File: src/rtl/usbh_port_ctrl_if.sv
`default_nettype none
// ============================================================================
// Module : usbh_port_ctrl_if
// Brief  : Port-control bundle between the root-port sequencer and the UTMI
//          PHY configuration pins plus the status/interrupt logic.
// Rev    : 1.0 - initial release
// ============================================================================
interface usbh_port_ctrl_if;
    logic       port_reset_req;
    logic [1:0] utmi_linestate;
    logic       utmi_reset;
    logic [1:0] utmi_opmode;
    logic [1:0] utmi_xcvrsel;
    logic       utmi_termsel;
    logic       utmi_dppulldown;
    logic       utmi_dmpulldown;
    logic       port_connected;
    logic       port_lowspeed;
    logic       port_resetting;
    logic       port_enabled;
    logic       evt_connect;
    logic       evt_disconnect;

    modport master (
        input  port_reset_req, utmi_linestate,
        output utmi_reset, utmi_opmode, utmi_xcvrsel, utmi_termsel,
               utmi_dppulldown, utmi_dmpulldown,
               port_connected, port_lowspeed, port_resetting, port_enabled,
               evt_connect, evt_disconnect
    );

    modport slave (
        output port_reset_req, utmi_linestate,
        input  utmi_reset, utmi_opmode, utmi_xcvrsel, utmi_termsel,
               utmi_dppulldown, utmi_dmpulldown,
               port_connected, port_lowspeed, port_resetting, port_enabled,
               evt_connect, evt_disconnect
    );
endinterface
`default_nettype wire

File: src/rtl/usbh_port_ctrl.sv
`default_nettype none
// ============================================================================
// Module : usbh_port_ctrl
// Brief  : USB host root-port sequencer: PHY reset, transceiver setup,
//          connect debounce, speed latch, bus reset and disconnect detection.
// Rev    : 1.0 - initial release
// ============================================================================
module usbh_port_ctrl #(
    parameter int unsigned PHY_RST_CYCLES  = 60,
    parameter int unsigned DEBOUNCE_CYCLES = 6000000,
    parameter int unsigned BUS_RST_CYCLES  = 3000000,
    parameter int unsigned RECOVERY_CYCLES = 600000,
    parameter int unsigned DISC_CYCLES     = 150
) (
    input  logic              aclk,
    input  logic              aresetn,
    usbh_port_ctrl_if.master  bus
);

    typedef enum logic [2:0] {
        S_PHY_RST      = 3'd0,
        S_DISCONNECTED = 3'd1,
        S_DEBOUNCE     = 3'd2,
        S_CONNECTED    = 3'd3,
        S_BUS_RST      = 3'd4,
        S_RECOVERY     = 3'd5,
        S_ENABLED      = 3'd6
    } state_t;

    // Each timed state lasts exactly N cycles: leave when the in-state count hits N-1.
    localparam logic [31:0] c_phy_last  = 32'(PHY_RST_CYCLES - 1);
    localparam logic [31:0] c_deb_last  = 32'(DEBOUNCE_CYCLES - 1);
    localparam logic [31:0] c_bus_last  = 32'(BUS_RST_CYCLES - 1);
    localparam logic [31:0] c_rec_last  = 32'(RECOVERY_CYCLES - 1);
    localparam logic [31:0] c_disc_last = 32'(DISC_CYCLES - 1);
    localparam logic [31:0] c_cnt_max   = 32'hFFFF_FFFF;

    state_t      r_state;
    logic [31:0] r_cnt;
    logic [31:0] r_se0_cnt;
    logic        r_lowspeed;
    logic        r_utmi_reset;
    logic [1:0]  r_opmode;
    logic [1:0]  r_xcvrsel;
    logic        r_termsel;
    logic        r_connected;
    logic        r_resetting;
    logic        r_enabled;
    logic        r_evt_connect;
    logic        r_evt_disconnect;

    state_t      w_next_state;
    logic        w_next_lowspeed;
    logic [31:0] w_next_cnt;
    logic [31:0] w_next_se0_cnt;
    logic        w_utmi_reset;
    logic [1:0]  w_opmode;
    logic [1:0]  w_xcvrsel;
    logic        w_termsel;
    logic        w_connected;
    logic        w_resetting;
    logic        w_enabled;
    logic        w_evt_connect;
    logic        w_evt_disconnect;

    logic        w_se0;
    logic        w_live;
    logic        w_disc;

    assign w_se0  = (bus.utmi_linestate == 2'b00);
    // Disconnect detection runs across CONNECTED, RECOVERY and ENABLED; the SE0
    // run is not broken by the RECOVERY -> ENABLED hand-over.
    assign w_live = (r_state == S_CONNECTED) || (r_state == S_RECOVERY) ||
                    (r_state == S_ENABLED);
    assign w_disc = w_live && w_se0 && (r_se0_cnt >= c_disc_last);

    always_comb begin
        w_next_state    = r_state;
        w_next_lowspeed = r_lowspeed;
        case (r_state)
            S_PHY_RST: begin
                if (r_cnt >= c_phy_last) w_next_state = S_DISCONNECTED;
            end
            S_DISCONNECTED: begin
                if (!w_se0) w_next_state = S_DEBOUNCE;
            end
            S_DEBOUNCE: begin
                if (w_se0) begin
                    w_next_state = S_DISCONNECTED;
                end else if (r_cnt >= c_deb_last) begin
                    w_next_state    = S_CONNECTED;
                    w_next_lowspeed = (bus.utmi_linestate == 2'b10);
                end
            end
            S_CONNECTED, S_ENABLED: begin
                if (w_disc)                  w_next_state = S_DISCONNECTED;
                else if (bus.port_reset_req) w_next_state = S_BUS_RST;
            end
            S_BUS_RST: begin
                if (r_cnt >= c_bus_last) w_next_state = S_RECOVERY;
            end
            S_RECOVERY: begin
                if (w_disc)                   w_next_state = S_DISCONNECTED;
                else if (r_cnt >= c_rec_last) w_next_state = S_ENABLED;
            end
            default: w_next_state = S_PHY_RST;
        endcase
        if (w_next_state == S_DISCONNECTED) w_next_lowspeed = 1'b0;

        w_next_cnt     = (w_next_state != r_state) ? 32'd0 :
                         (r_cnt == c_cnt_max) ? r_cnt : r_cnt + 32'd1;
        w_next_se0_cnt = !(w_live && w_se0) ? 32'd0 :
                         (r_se0_cnt == c_cnt_max) ? r_se0_cnt : r_se0_cnt + 32'd1;

        // Outputs are decoded from the state being entered so they can be registered.
        w_utmi_reset = 1'b0;
        w_opmode     = 2'b00;
        w_xcvrsel    = 2'b01;
        w_termsel    = 1'b1;
        w_connected  = 1'b0;
        w_resetting  = 1'b0;
        w_enabled    = 1'b0;
        case (w_next_state)
            S_PHY_RST: w_utmi_reset = 1'b1;
            S_CONNECTED: begin
                w_connected = 1'b1;
                w_xcvrsel   = w_next_lowspeed ? 2'b10 : 2'b01;
            end
            S_BUS_RST: begin
                w_opmode    = 2'b10;
                w_xcvrsel   = 2'b00;
                w_termsel   = 1'b0;
                w_connected = 1'b1;
                w_resetting = 1'b1;
            end
            S_RECOVERY: begin
                w_connected = 1'b1;
                w_resetting = 1'b1;
                w_xcvrsel   = w_next_lowspeed ? 2'b10 : 2'b01;
            end
            S_ENABLED: begin
                w_connected = 1'b1;
                w_enabled   = 1'b1;
                w_xcvrsel   = w_next_lowspeed ? 2'b10 : 2'b01;
            end
            default: w_utmi_reset = 1'b0;
        endcase

        w_evt_connect    = (r_state == S_DEBOUNCE) && (w_next_state == S_CONNECTED);
        w_evt_disconnect = w_live && (w_next_state == S_DISCONNECTED);
    end

    always_ff @(posedge aclk) begin
        if (!aresetn) begin
            r_state          <= S_PHY_RST;
            r_cnt            <= 32'd0;
            r_se0_cnt        <= 32'd0;
            r_lowspeed       <= 1'b0;
            r_utmi_reset     <= 1'b1;
            r_opmode         <= 2'b00;
            r_xcvrsel        <= 2'b01;
            r_termsel        <= 1'b1;
            r_connected      <= 1'b0;
            r_resetting      <= 1'b0;
            r_enabled        <= 1'b0;
            r_evt_connect    <= 1'b0;
            r_evt_disconnect <= 1'b0;
        end else begin
            r_state          <= w_next_state;
            r_cnt            <= w_next_cnt;
            r_se0_cnt        <= w_next_se0_cnt;
            r_lowspeed       <= w_next_lowspeed;
            r_utmi_reset     <= w_utmi_reset;
            r_opmode         <= w_opmode;
            r_xcvrsel        <= w_xcvrsel;
            r_termsel        <= w_termsel;
            r_connected      <= w_connected;
            r_resetting      <= w_resetting;
            r_enabled        <= w_enabled;
            r_evt_connect    <= w_evt_connect;
            r_evt_disconnect <= w_evt_disconnect;
        end
    end

    assign bus.utmi_reset      = r_utmi_reset;
    assign bus.utmi_opmode     = r_opmode;
    assign bus.utmi_xcvrsel    = r_xcvrsel;
    assign bus.utmi_termsel    = r_termsel;
    assign bus.utmi_dppulldown = 1'b1;
    assign bus.utmi_dmpulldown = 1'b1;
    assign bus.port_connected  = r_connected;
    assign bus.port_lowspeed   = r_lowspeed;
    assign bus.port_resetting  = r_resetting;
    assign bus.port_enabled    = r_enabled;
    assign bus.evt_connect     = r_evt_connect;
    assign bus.evt_disconnect  = r_evt_disconnect;

endmodule
`default_nettype wire

File: src/flat_wrapper.sv
// flat-port wrapper written by rule: the top's interface ports become plain ports
module usbh_port_ctrl_flat 
#(
    parameter int unsigned PHY_RST_CYCLES  = 60,
    parameter int unsigned DEBOUNCE_CYCLES = 6000000,
    parameter int unsigned BUS_RST_CYCLES  = 3000000,
    parameter int unsigned RECOVERY_CYCLES = 600000,
    parameter int unsigned DISC_CYCLES     = 150
)
  (aclk, aresetn, bus_port_reset_req, bus_utmi_linestate, bus_utmi_reset, bus_utmi_opmode, bus_utmi_xcvrsel, bus_utmi_termsel, bus_utmi_dppulldown, bus_utmi_dmpulldown, bus_port_connected, bus_port_lowspeed, bus_port_resetting, bus_port_enabled, bus_evt_connect, bus_evt_disconnect);
  usbh_port_ctrl_if bus_i ();
  input  logic aclk;
  input  logic aresetn;
  input wire logic [$bits(bus_i.port_reset_req)-1:0] bus_port_reset_req;
  input wire logic [$bits(bus_i.utmi_linestate)-1:0] bus_utmi_linestate;
  output wire logic [$bits(bus_i.utmi_reset)-1:0] bus_utmi_reset;
  output wire logic [$bits(bus_i.utmi_opmode)-1:0] bus_utmi_opmode;
  output wire logic [$bits(bus_i.utmi_xcvrsel)-1:0] bus_utmi_xcvrsel;
  output wire logic [$bits(bus_i.utmi_termsel)-1:0] bus_utmi_termsel;
  output wire logic [$bits(bus_i.utmi_dppulldown)-1:0] bus_utmi_dppulldown;
  output wire logic [$bits(bus_i.utmi_dmpulldown)-1:0] bus_utmi_dmpulldown;
  output wire logic [$bits(bus_i.port_connected)-1:0] bus_port_connected;
  output wire logic [$bits(bus_i.port_lowspeed)-1:0] bus_port_lowspeed;
  output wire logic [$bits(bus_i.port_resetting)-1:0] bus_port_resetting;
  output wire logic [$bits(bus_i.port_enabled)-1:0] bus_port_enabled;
  output wire logic [$bits(bus_i.evt_connect)-1:0] bus_evt_connect;
  output wire logic [$bits(bus_i.evt_disconnect)-1:0] bus_evt_disconnect;
  assign bus_i.port_reset_req = bus_port_reset_req;
  assign bus_i.utmi_linestate = bus_utmi_linestate;
  assign bus_utmi_reset = bus_i.utmi_reset;
  assign bus_utmi_opmode = bus_i.utmi_opmode;
  assign bus_utmi_xcvrsel = bus_i.utmi_xcvrsel;
  assign bus_utmi_termsel = bus_i.utmi_termsel;
  assign bus_utmi_dppulldown = bus_i.utmi_dppulldown;
  assign bus_utmi_dmpulldown = bus_i.utmi_dmpulldown;
  assign bus_port_connected = bus_i.port_connected;
  assign bus_port_lowspeed = bus_i.port_lowspeed;
  assign bus_port_resetting = bus_i.port_resetting;
  assign bus_port_enabled = bus_i.port_enabled;
  assign bus_evt_connect = bus_i.evt_connect;
  assign bus_evt_disconnect = bus_i.evt_disconnect;
  usbh_port_ctrl #(.PHY_RST_CYCLES(PHY_RST_CYCLES), .DEBOUNCE_CYCLES(DEBOUNCE_CYCLES), .BUS_RST_CYCLES(BUS_RST_CYCLES), .RECOVERY_CYCLES(RECOVERY_CYCLES), .DISC_CYCLES(DISC_CYCLES)) u_core (.aclk(aclk), .aresetn(aresetn), .bus(bus_i));
endmodule
File: config.mk
export PLATFORM = sky130hd
export DESIGN_NAME = usbh_port_ctrl_flat
export DESIGN_NICKNAME = d
export VERILOG_FILES = /design/src/rtl/usbh_port_ctrl_if.sv /design/src/rtl/usbh_port_ctrl.sv /design/src/flat_wrapper.sv
export SDC_FILE = /design/constraint.sdc
export NUM_CORES = 1
export LEC_CHECK = 0
export ABC_AREA = 1
export BUFFER_PORTS_ARGS = -buffer_cell sky130_fd_sc_hd__buf_2
export CAP_MARGIN = 0
export CORE_MARGIN = 3
export CORE_UTILIZATION = 35
export CTS_CLUSTER_SIZE = 40
export DETAILED_ROUTE_END_ITERATION = 6
export GPL_ROUTABILITY_DRIVEN = 0
export PLACE_DENSITY = 0.46
export SKIP_CTS_REPAIR_TIMING = 1
export SYNTH_ARGS = -nofsm -noshare
export SYNTH_HDL_FRONTEND = slang
export SYNTH_SLANG_ARGS = --single-unit
File: constraint.sdc
create_clock -name aclk -period 4.9 [get_ports aclk]
set_clock_uncertainty 0.05 [all_clocks]
set_input_delay 0.735 -clock aclk [delete_from_list [all_inputs] [get_ports aclk]]
set_output_delay 0.735 -clock aclk [all_outputs]
set_load 0.03 [all_outputs]
Word level (Yosys, flattened, before mapping)

Index checks and enable logic that the tools add are counted.
W data, S select, Z words.

Register bits after elaboration: 79
Output and inout bits: 14

Reduce and logical (&&, ||, !) cells: 15
Add/subtract/negate cells: 2
Bitwise operators: 1
Equal/unequal tests: 15
Muxes and demuxes: 22
$lt $le $gt $ge: 5

Operator list:

| operator                | number |
|---|---|
| $add A32 B1 Y32 const B | 2 |
| $eq A32 B32 Y1 const B  | 2 |
| $ge A32 B20 Y1 const B  | 1 |
| $ge A32 B22 Y1 const B  | 1 |
| $ge A32 B23 Y1 const B  | 1 |
| $ge A32 B6 Y1 const B   | 1 |
| $ge A32 B8 Y1 const B   | 1 |
| $mux W3                 | 9 |
| $eq A3 B3 Y1 const B    | 6 |
| $pmux W3 S6             | 1 |
| $eq A3 B2 Y1 const B    | 3 |
| $mux W1                 | 9 |
| $eq A3 B1 Y1 const B    | 2 |
| $logic_not A3 Y1        | 2 |
| $reduce_or A2 Y1        | 3 |
| $logic_and A1 B1 Y1     | 4 |
| $mux W2                 | 2 |
| $pmux W2 S2             | 1 |
| $reduce_or A4 Y1        | 1 |
| $ne A3 B3 Y1            | 1 |
| $reduce_or A3 Y1        | 1 |
| $eq A2 B2 Y1 const B    | 1 |
| $logic_not A2 Y1        | 1 |
| $logic_or A1 B1 Y1      | 2 |
| other kinds (2)         | 2 |

Depth between registers and ports, before layout

Gate-level depths: netlist of run 1.

Word-level depth: 11
Depth in mapped cells: 17
Mapped depth without buffers: 16

Worst setup path before layout of run 1

OpenSTA, ideal clock, no wires.

Path kind: input to register
Start point: in bus_utmi_linestate[1]
End point: reg u_core.r_cnt[7]
Arrival: 1923 ps
Stages: 12
Buffers on the path: 1
Library setup time: 124 ps
Setup slack: 2803 ps
Cell sequence: nor2_1 o21ai_2 inv_2 nand2_4 nand2_1 nand2_1 nand2_1 nor2_2 or2_4 nand2_4 buf_12 nor2_4

Word-level cells in the longest chain between the ends: 7
Elaborated cells on any way between the ends: 10
Those cells by class: eq/ne (1); mux (5); reduce/logical (4)

RTL lines:

| element                           | RTL line                                    | source |
|---|---|---|
| start, declared                   | flat_wrapper.sv:15                          | `input wire logic [$bits(bus_i.utmi_linestate)-1:0] bus_utmi_linestate;` |
| $logic_not A2 Y1 (*)              | usbh_port_ctrl.sv:70                        | `assign w_se0 = (bus.utmi_linestate == 2'b00);` |
| $logic_and A1 B1 Y1 (2 in series) | usbh_port_ctrl.sv:75                        | `assign w_disc = w_live && w_se0 && (r_se0_cnt >= c_disc_last);` |
| $mux W3, on equally long branches | usbh_port_ctrl.sv:103, usbh_port_ctrl.sv:96 |  |
| $pmux W3 S6 (*)                   | usbh_port_ctrl.sv:80                        | `case (r_state)` |
| $ne A3 B3 Y1 (*)                  | usbh_port_ctrl.sv:110                       | `w_next_cnt = (w_next_state != r_state) ? 32'd0 :` |
| $reduce_or A2 Y1 (no line) (*)    | -                                           |  |
| end signal, assigned              | usbh_port_ctrl.sv:170                       | `r_cnt <= w_next_cnt;` |
| end, declared                     | usbh_port_ctrl.sv:39                        | `logic [31:0] r_cnt;` |

Mark *: on every way between the ends. The rest lies on a longest branch, timed or not.
A chain may end at the register's enable or synchronous reset.

Worst setup path in the final report of run 1

Start point: reg u_core.r_cnt[0]
End point: reg u_core.r_cnt[0]

Word-level cells in the longest chain between the ends: 6
Elaborated cells on any way between the ends: 15
Those cells by class: add/sub (1); order compare (4); eq/ne (2); mux (7); reduce/logical (1)

RTL lines:

| element                                                 | RTL line |
|---|---|
| $ge A32 B20 Y1 / $ge A32 B23 Y1 (equally long branches) | usbh_port_ctrl.sv:104, usbh_port_ctrl.sv:90 |
| $mux W3, on equally long branches                       | usbh_port_ctrl.sv:104, usbh_port_ctrl.sv:90 |
| $mux W3, on equally long branches                       | usbh_port_ctrl.sv:103, usbh_port_ctrl.sv:88 |
| $pmux W3 S6                                             | usbh_port_ctrl.sv:80 |
| $ne A3 B3 Y1                                            | usbh_port_ctrl.sv:110 |
| $reduce_or A2 Y1 (no line)                              | - |

Several ways; a longest one is shown, not always the timed one.

==> impl_metrics.csv, run 1 <==
group,metric,value,unit
drt,wl_per_cell,13.68,um
grt,grt_pass1_vias,4480,
timing,slew_viol_final,0,
timing,fmax,353.5,MHz
worst_setup_path,cpPeakStageDelay,0.66,ns
placed_design,io_buffers,15,
clocking,h-tree-depth,3,
cells_and_area,insertedDiodeCount,0,
floorplan,dieHeight,126.2,um
floorplan,rows,43,
grt,antenna_found_initial,0,
yosys,syn_inst,750,
drt,postRouteAntennaNets,0,
timing,rsz0062_at_grt,"false",
worst_setup_path,rrSetupSlack,2.07,ns
worst_setup_path,cp.required,5.05,ns
grt,grt-ovfl-total,0,
placed_design,post_dp_cell_area,5253,sq um
floorplan,design.core.area,13990,sq um
grt,grt_use_total,17.15,%
worst_hold_path,hp-start,"u_core.r_se0_cnt[3]",
yosys,synth-compound-area-share,5.817,%
clocking,clkTransAtPathRegs,0.07,ns
worst_setup_path,r2r-start,"u_core.r_cnt[0]",
clocking,numCtsBuffers,9,
placed_design,dpl.hpwl,10.09,mm
cells_and_area,fin_util,39.68,%
clocking,cts_root_buffer,"clkbuf_16",
grt,grt_max_degree,33,
yosys,syn_avg_cell_area,6.740,sq um
floorplan,ioPinCount,19,
yosys,ys_ff_latch,78,
cells_and_area,syn2layout_area_growth,9.802,%
timing,finalSetupViolCount,0,
clocking,cts_tree,"done",
timing,fin_ws,2.071,ns
yosys,async_flop_share,0,%
yosys,post-synth-top-area-cell,"dfxtp_1",
cells_and_area,final-instance-count-excl-fill,950,
pwr,powerDensity,243.7,nW/um^2
drt,vias,4590,
worst_hold_path,holdPathEnd,"u_core.r_se0_cnt[3]",
flow_run,cap_violations,0,
cells_and_area,drive_above_1_share,14.16,%
timing,max_slew_margin,37.20,%
worst_setup_path,cp.arrival,2.98,ns
worst_setup_path,crit_top_cell,"nand2_1",
run_status,status,"finished, final reports clean",
placed_design,pre_cts_slack,2.050,ns
grt,grt_pass1_wl,22.29,mm
worst_setup_path,start_kind,"flop",
clocking,cts_sinks,78,
floorplan,die_width,126.2,um
yosys,yosysMostFrequentCell,"nand2_1",
yosys,netlist_area,5055,sq um
timing,tightestPinTransition,0.9420,ns
timing,period_minus_slack,2.829,ns
yosys,synth-xor-area-share,7.624,%
worst_setup_path,critPathKind,"reg2reg",
yosys,synth_edf_count,0,
clocking,cts_buffer_depth,2,
worst_setup_path,slowest_stage,"nand2_4",
worst_setup_path,cp.buffers_inverters,1,
floorplan,dieArea,15920,sq um
timing,final.period_utilization,57.73,%
floorplan,start_util,36.14,%
cells_and_area,final_area,5550,sq um
worst_hold_path,hp-class,"reg2reg",
yosys,ys_top_cells_by_count,"nand2_1 (147), nor2_1 (113), inv_1 (102), dfxtp_1 (78), nor3_1 (42)",
yosys,netlist-cell-type-count,36,
timing,tns,0,ns
worst_setup_path,path_cells,"ha_1, inv_1, nor2_1, nand2_1, nand2_1, nand3_1, nand2_1, nand2_1, nand3_1, nand2_1, nand2_1, nor2_2, or2_4, nand2_4, nor2_1",
yosys,ys.warnings.count,0,
worst_setup_path,cp_max_fo,32,
yosys,yosysSeqAreaShare,30.89,%
worst_hold_path,hold_depth,2,
worst_setup_path,cpLargestDelayFamily,"simple AND/OR/NAND/NOR gates",
yosys,synth_top_family_by_area,"simple AND/OR/NAND/NOR gates",
yosys,synthMuxAreaShare,0,%
pwr,static-leakage-power,2.288,nW
clocking,clock_latency,0.35,ns
timing,hold_violations,0,
yosys,synth-simple-area-share,43.37,%
worst_setup_path,timing.rr.end,"u_core.r_cnt[0]",
drt,wirelength,13.00,mm
yosys,yosys.area.top_type_share,30.89,%
worst_setup_path,r2r_cells,15,
placed_design,dp_cells,934,
drt,drc_errors,0,
worst_setup_path,endpoint_kind,"flop",
yosys,synthAdderAreaFrac,0.9901,%
yosys,synth_ff_type,"dfxtp_1",
drt,via_per_inst,4.832,
yosys,ys_top_cells_by_area,"dfxtp_1 (31%), nand2_1 (11%), nor2_1 (8.4%)",
cells_and_area,nNetsFinal,774,
drt,drt_pass1_iterations,5,
drt,first_iter_violations,326,
pwr,peakVddDrop,0.1448,mV
-- metrics by stage --
| stage | hold slack (ns) | power (W) |
|---|---|---|
| after floorplan | 0.4110 | 0.0006836 |
| after global placement | 0.4416 | 0.0006824 |
| after detailed placement | 0.4435 | 0.0006823 |
| after CTS | 0.4563 | 0.001376 |
| after global routing | 0.5028 | 0.001404 |
| final | 0.4539 | 0.001353 |
-- flip-flops by register name, indices dropped and copies added, names as in the netlist, 2 cells and up --
register                 cells
u_core.r_cnt                32
u_core.r_state               3
u_core.bus.utmi_xcvrsel      2
u_core.r_se0_cnt            32
-- tightest hold or removal path: stages, from the launching register on --
cell	delay, ns
dfxtp_1	0.32
nand2_1	0.06
a31oi_1	0.07
-- metal layers --
metal / part of all wire [%] / global-route usage [%]
met1: 47 / 21.90
met3: 3.1 / 4.029
met4: 2.3 / 5.615
met2: 47 / 28.58
met5: 0 / 0
-- cell usage in the layout, fill, tap and decap left out, drive strengths merged, types with 12 or more instances in the layout --
cell / count
inv: 121
xor2: 39
nand4: 20
nor4: 12
a21oi: 14
nor3: 45
nor2: 152
nand2: 152
nand3: 44
o21ai: 39
dfxtp: 78
buf: 16
-- how the worst max path moves through the flow --
| stage | to | slack [ns] | startpoint | cells past startpoint |
|---|---|---|---|---|
| 6_report | u_core.r_cnt[0] | 2.07 | u_core.r_cnt[0] | 15 |
| 5_1_grt | u_core.r_cnt[0] | 1.75 | u_core.r_cnt[0] | 15 |
| 4_1_cts | u_core.r_cnt[0] | 2.03 | u_core.r_cnt[0] | 15 |
| 3_5_place_dp | u_core.r_cnt[1] | 2.05 | bus_utmi_linestate[1] | 12 |
| 3_3_place_gp | u_core.r_cnt[0] | 2.09 | bus_utmi_linestate[1] | 12 |
| 2_1_floorplan | u_core.r_cnt[7] | 2.80 | bus_utmi_linestate[1] | 12 |
-- cells by family (layout without fill, tap and decap cells) --
group,Yosys count,in the layout
compound gates,57,57
buf+inv,133,152
xor+xnor,44,44
flops,78,78
other cells,2,3
simple gates,432,432
fa+ha+maj,4,4
-- power breakdown --
| part | internal (W) | leakage [nW] | switching (W) |
|---|---|---|---|
| combinational | 0.00000624 | 1.52 | 0.0000226 |
| clock | 0.000395 | 0.142 | 0.000290 |
| sequential | 0.000636 | 0.629 | 0.00000271 |
| total | 0.00104 | 2.29 | 0.000315 |
-- final cells by class --
| type | instances | area [sq um] |
|---|---|---|
| clock buffer | 9 | 225.2 |
| clock inverter | 7 | 72.57 |
| fill | 1530 | 8438 |
| inverter | 120 | 450.4 |
| multi-input combinational | 540 | 2933 |
| sequential | 78 | 1562 |
| tap | 180 | 225.2 |
| timing repair buffer | 16 | 82.58 |
(Power assumes the default switching activity.)
==> run 2: changes to the inputs <==
- clock period: 4.9 -> 2.8 ns (I/O delays scaled with it)
==> impl_metrics.csv, run 2 (synthesized netlist as in run 1, its figures left out) <==
group,metric,value,unit
cells_and_area,final_common_cell,"nand2_1",
drt,postRouteAntennaNets,0,
clocking,clock_latency,0.35,ns
timing,tns,0,ns
floorplan,dieHeight,126.2,um
worst_setup_path,start_kind,"flop",
pwr,finalPower,0.002568,W
placed_design,pre_cts_slack,0.3718,ns
clocking,cts_buffer_depth,2,
grt,antenna_found_initial,0,
timing,finalSetupViolCount,0,
cells_and_area,syn2layout_area_growth,12.18,%
drt,via_per_inst,4.869,
grt,grt_pass1_vias,4566,
pwr,static-leakage-power,2.347,nW
pwr,powerDensity,452.9,nW/um^2
cells_and_area,insertedDiodeCount,0,
floorplan,ioPinCount,19,
clocking,cts_sinks,78,
cells_and_area,layout_common_cells,"nand2_1 (147), nor2_1 (113), inv_1 (102)",
run_status,status,"finished, final reports clean",
worst_hold_path,hp-start,"aresetn",
floorplan,start_util,36.14,%
timing,period_minus_slack,2.526,ns
timing,fmax,395.8,MHz
floorplan,die_width,126.2,um
worst_hold_path,hp-class,"in2reg",
placed_design,dpl.hpwl,10.33,mm
grt,grt_max_degree,26,
cells_and_area,drive_above_1_share,14.82,%
timing,max_slew_margin,42.95,%
cells_and_area,final-instance-count-excl-fill,956,
grt,grt_use_total,17.54,%
drt,drt_pass1_iterations,5,
flow_run,cap_violations,0,
timing,fin_ws,0.2737,ns
drt,wirelength,13.36,mm
placed_design,dp_cells,940,
timing,slew_viol_final,0,
cells_and_area,nNetsFinal,780,
worst_setup_path,r2r-start,"u_core.r_se0_cnt[0]",
pwr,intPower,0.002004,W
clocking,cts_root_buffer,"clkbuf_16",
timing,final.period_utilization,90.22,%
pwr,peakVddDrop,0.3118,mV
drt,wl_per_cell,13.98,um
worst_setup_path,cp.required,3.00,ns
timing,rsz0062_at_grt,"false",
grt,grt-ovfl-total,0,
worst_setup_path,cp_max_fo,5,
placed_design,io_buffers,15,
drt,vias,4655,
drt,first_iter_violations,327,
timing,fin_hold_ws,0.3079,ns
pwr,p_switching,0.0005642,W
grt,grt_pass1_wl,22.51,mm
worst_setup_path,critPathKind,"reg2reg",
drt,drc_errors,0,
timing,hold_violations,0,
floorplan,rows,43,
worst_setup_path,cp.arrival,2.73,ns
clocking,h-tree-depth,3,
cells_and_area,reg.largest.list,"u_core.r_cnt: 32 flops, u_core.r_se0_cnt: 32 flops, u_core.r_state: 3 flops",
floorplan,dieArea,15920,sq um
worst_setup_path,critPathLaunch,"u_core.r_se0_cnt[0]",
timing,tightestPinTransition,0.8479,ns
floorplan,design.core.area,13990,sq um
clocking,numCtsBuffers,9,
pwr,swShare,21.97,%
clocking,cts_tree,"done",
worst_setup_path,endpoint_kind,"flop",
clocking,clkTransAtPathRegs,0.07,ns
pwr,pwr-share-comb,2.2,%
pwr,power_frac_seq,43.5,%
pwr,pwr-share-clk,54.2,%
## run 2: cell types whose count changed in the layout (fill, tap and decap cells not counted), sizes merged
cell and delta:
clkinv -1, bufinv +2, buf +6, inv -1
## run 2: per-stage QoR
step           utilization (%)  instance area (sq um)
6_report                 40.54                   5670
5_1_grt                  40.54                   5670
4_1_cts                  40.54                   5670
3_5_place_dp             38.05                   5323
3_3_place_gp             38.05                   5323
2_1_floorplan                -                   5059
## run 2: path summary, 6_finish.rpt
kind / cells past startpoint / to / slack [ns]
worst max-delay path: 8 / u_core.r_se0_cnt[25] / 0.27
worst min-delay path: 3 / u_core.bus.port_resetting / 0.31
worst max register to register: 8 / u_core.r_se0_cnt[25] / 0.27
worst min register to register: 2 / u_core.r_se0_cnt[3] / 0.46
## run 2: cell type report
cell class                 count  area [sq um]
timing repair buffer          22         152.6
inverter                     120         450.4
fill                        1541          8318
clock inverter                 7         122.6
sequential                    78          1562
clock buffer                   9         225.2
multi-input combinational    540          2933
tap                          180         225.2
## run 2: worst max-delay path: stages (launching register included)
cell	delay (ns)
dfxtp_1	0.41
inv_1	0.09
nor3_1	0.33
inv_1	0.13
nor4_1	0.66
nand4_1	0.36
nand3b_1	0.26
nand3_1	0.08
inv_1	0.04
## run 2: power groups by stage
stage,sequential (W),clock [W],combinational (W)
floorplan,0.00114,0,0.0000545
global placement,0.00114,0,0.0000590
detailed placement,0.00114,0,0.0000587
CTS,0.00112,0.00143,0.0000588
global route,0.00112,0.00148,0.0000635
finish,0.00112,0.00139,0.0000577
## run 2: metal layers
metal  GRT usage, %  part of all wire (%)  up-vias
li1               -                     -     2411
met1          22.76                    48     2132
met2          28.54                    46       86
met3          4.029                   3.5       26
met4          6.372                   2.7        0
met5              0                     0        -
==> run 3: changes to the inputs <==
- clock period: 2.8 -> 2.5 ns (I/O delays scaled with it)
==> impl_metrics.csv, run 3 (synthesized netlist as in run 1, its figures left out) <==
group,metric,value,unit
cells_and_area,insertedDiodeCount,0,
cells_and_area,nNetsFinal,790,
grt,grt_use_total,17.36,%
timing,tightestPinTransition,0.4961,ns
cells_and_area,final-instance-count-excl-fill,966,
cells_and_area,drive_above_1_share,16.16,%
worst_setup_path,cpLargestDelayFamily,"simple AND/OR/NAND/NOR gates",
floorplan,rows,43,
clocking,numCtsBuffers,9,
flow_run,cap_violations,0,
clocking,clkTransAtPathRegs,0.06,ns
timing,tns,0,ns
timing,max_slew_margin,66.62,%
grt,antenna_found_initial,0,
drt,wl_per_cell,13.90,um
pwr,p_switching,0.0006287,W
timing,fmax,437.0,MHz
pwr,static-leakage-power,2.388,nW
worst_setup_path,slowest_stage,"dfxtp_1",
grt,grt_max_degree,25,
placed_design,dpl.hpwl,10.36,mm
worst_setup_path,critPathKind,"reg2reg",
grt,use_met2,29.45,%
timing,slew_viol_final,0,
grt,grt-ovfl-total,0,
timing,rsz0062_at_grt,"false",
worst_setup_path,cp_max_fo,9,
worst_setup_path,cpPeakStageDelay,0.40,ns
clocking,cts_tree,"done",
drt,drt_pass1_iterations,5,
timing,hold_violations,0,
floorplan,die_width,126.2,um
grt,grt_pass1_vias,4675,
grt,grtUsageMet3,4.071,%
clocking,cts_root_buffer,"clkbuf_16",
floorplan,ioPinCount,19,
cells_and_area,syn2layout_area_growth,13.42,%
timing,final.period_utilization,91.54,%
grt,grt_pass1_wl,22.53,mm
worst_setup_path,cp.required,2.69,ns
grt,grt_util_met1,21.52,%
drt,postRouteAntennaNets,0,
floorplan,dieArea,15920,sq um
floorplan,dieHeight,126.2,um
worst_setup_path,cp.arrival,2.48,ns
pwr,powerDensity,468.6,nW/um^2
pwr,pwr-share-clk,50.6,%
cells_and_area,reg.largest.list,"u_core.r_cnt: 32 flops, u_core.r_se0_cnt: 32 flops, u_core.r_state: 3 flops",
drt,wirelength,13.42,mm
cells_and_area,layout_common_cells,"nand2_1 (147), nor2_1 (112), inv_1 (102)",
floorplan,design.core.area,13990,sq um
pwr,intPower,0.002058,W
worst_setup_path,endpoint_kind,"flop",
run_status,status,"finished, final reports clean",
worst_setup_path,cp.buffers_inverters,3,
pwr,pwr-share-comb,2.9,%
floorplan,start_util,36.14,%
worst_setup_path,crit_top_cell,"nand2_1",
drt,via_per_inst,4.917,
clocking,cts_buffer_depth,2,
worst_setup_path,path_cells,"inv_1, ha_1, inv_1, o21ai_0, nand2_1, nand2_1, nand3_1, nand2_4, nand2_1, nand2_1, nand2_1, nor2_2, or2_4, nand2_4, clkbuf_16, nor2_4",
cells_and_area,final_common_cell,"nand2_1",
pwr,peakVddDrop,0.3318,mV
timing,finalSetupViolCount,0,
timing,period_minus_slack,2.288,ns
drt,drc_errors,0,
clocking,clock_latency,0.35,ns
worst_hold_path,hp-class,"in2reg",
worst_setup_path,start_kind,"flop",
clocking,h-tree-depth,3,
pwr,swShare,23.40,%
placed_design,dp_cells,949,
pwr,power_frac_seq,46.6,%
placed_design,io_buffers,15,
drt,vias,4750,
drt,first_iter_violations,268,
grt,top_usage_layer,"met2",
clocking,cts_sinks,78,
run 3: cell count changes in the layout (fill, tap and decap cells not counted), sizes merged:
cell and change:
buf +9, inv +3, bufinv -2, clkbuf +1, clkinv -1
run 3: layout make-up:
cell class / instances / area, sq um
clock inverter: 7 / 80.08
timing repair buffer: 32 / 252.7
sequential: 78 / 1562
multi-input combinational: 540 / 2938
inverter: 120 / 450.4
fill: 1494 / 8255
clock buffer: 9 / 225.2
tap: 180 / 225.2
run 3: through the flow:
step | setup WS, ns | power [W] | utilization (%) | hold WS (ns) | instance area, sq um
after floorplan | 0.4294 | 0.001340 | - | 0.4110 | 5059
after global placement | 0.2438 | 0.001347 | 38.53 | 0.4320 | 5390
after detailed placement | 0.2108 | 0.001348 | 38.53 | 0.4446 | 5390
after CTS | 0.1728 | 0.002729 | 40.72 | 0.2558 | 5695
after global routing | 0.01796 | 0.002788 | 40.98 | 0.2791 | 5733
final | 0.2115 | 0.002687 | 40.98 | 0.2703 | 5733
run 3: path summary, 6_finish.rpt:
check | from | end | slack, ns | cells after the start
setup reg to reg | u_core.r_se0_cnt[0] | u_core.r_cnt[13] | 0.21 | 16
setup / recovery | u_core.r_se0_cnt[0] | u_core.r_cnt[13] | 0.21 | 16
hold / removal | aresetn | u_core.bus.port_resetting | 0.27 | 3
hold reg to reg | u_core.r_se0_cnt[3] | u_core.r_se0_cnt[3] | 0.46 | 2
run 3: worst reg2reg max path: stages (launching register included):
cell and delay, ns:
dfxtp_1 0.40, inv_1 0.08, ha_1 0.20, inv_1 0.04
o21ai_0 0.07, nand2_1 0.07, nand2_1 0.06, nand3_1 0.17
nand2_4 0.11, nand2_1 0.08, nand2_1 0.04, nand2_1 0.11
nor2_2 0.07, or2_4 0.23, nand2_4 0.13, clkbuf_16 0.23
nor2_4 0.04
run 3: per-layer routing:
layer  wire, um  share of wire, %  up-vias
li1           -                 -     2426
met1       6169                46     2172
met2       6309                47      123
met3        610               4.5       29
met4        335               2.5        0
met5          0                 0        -
run 3: power groups by stage:
stage | clock, W | combinational, W | sequential (W)
floorplan | 0 | 0.0000610 | 0.00128
finish | 0.00136 | 0.0000771 | 0.00125
global placement | 0 | 0.0000685 | 0.00128
detailed placement | 0 | 0.0000695 | 0.00128
global route | 0.00145 | 0.0000842 | 0.00125
CTS | 0.00141 | 0.0000697 | 0.00125
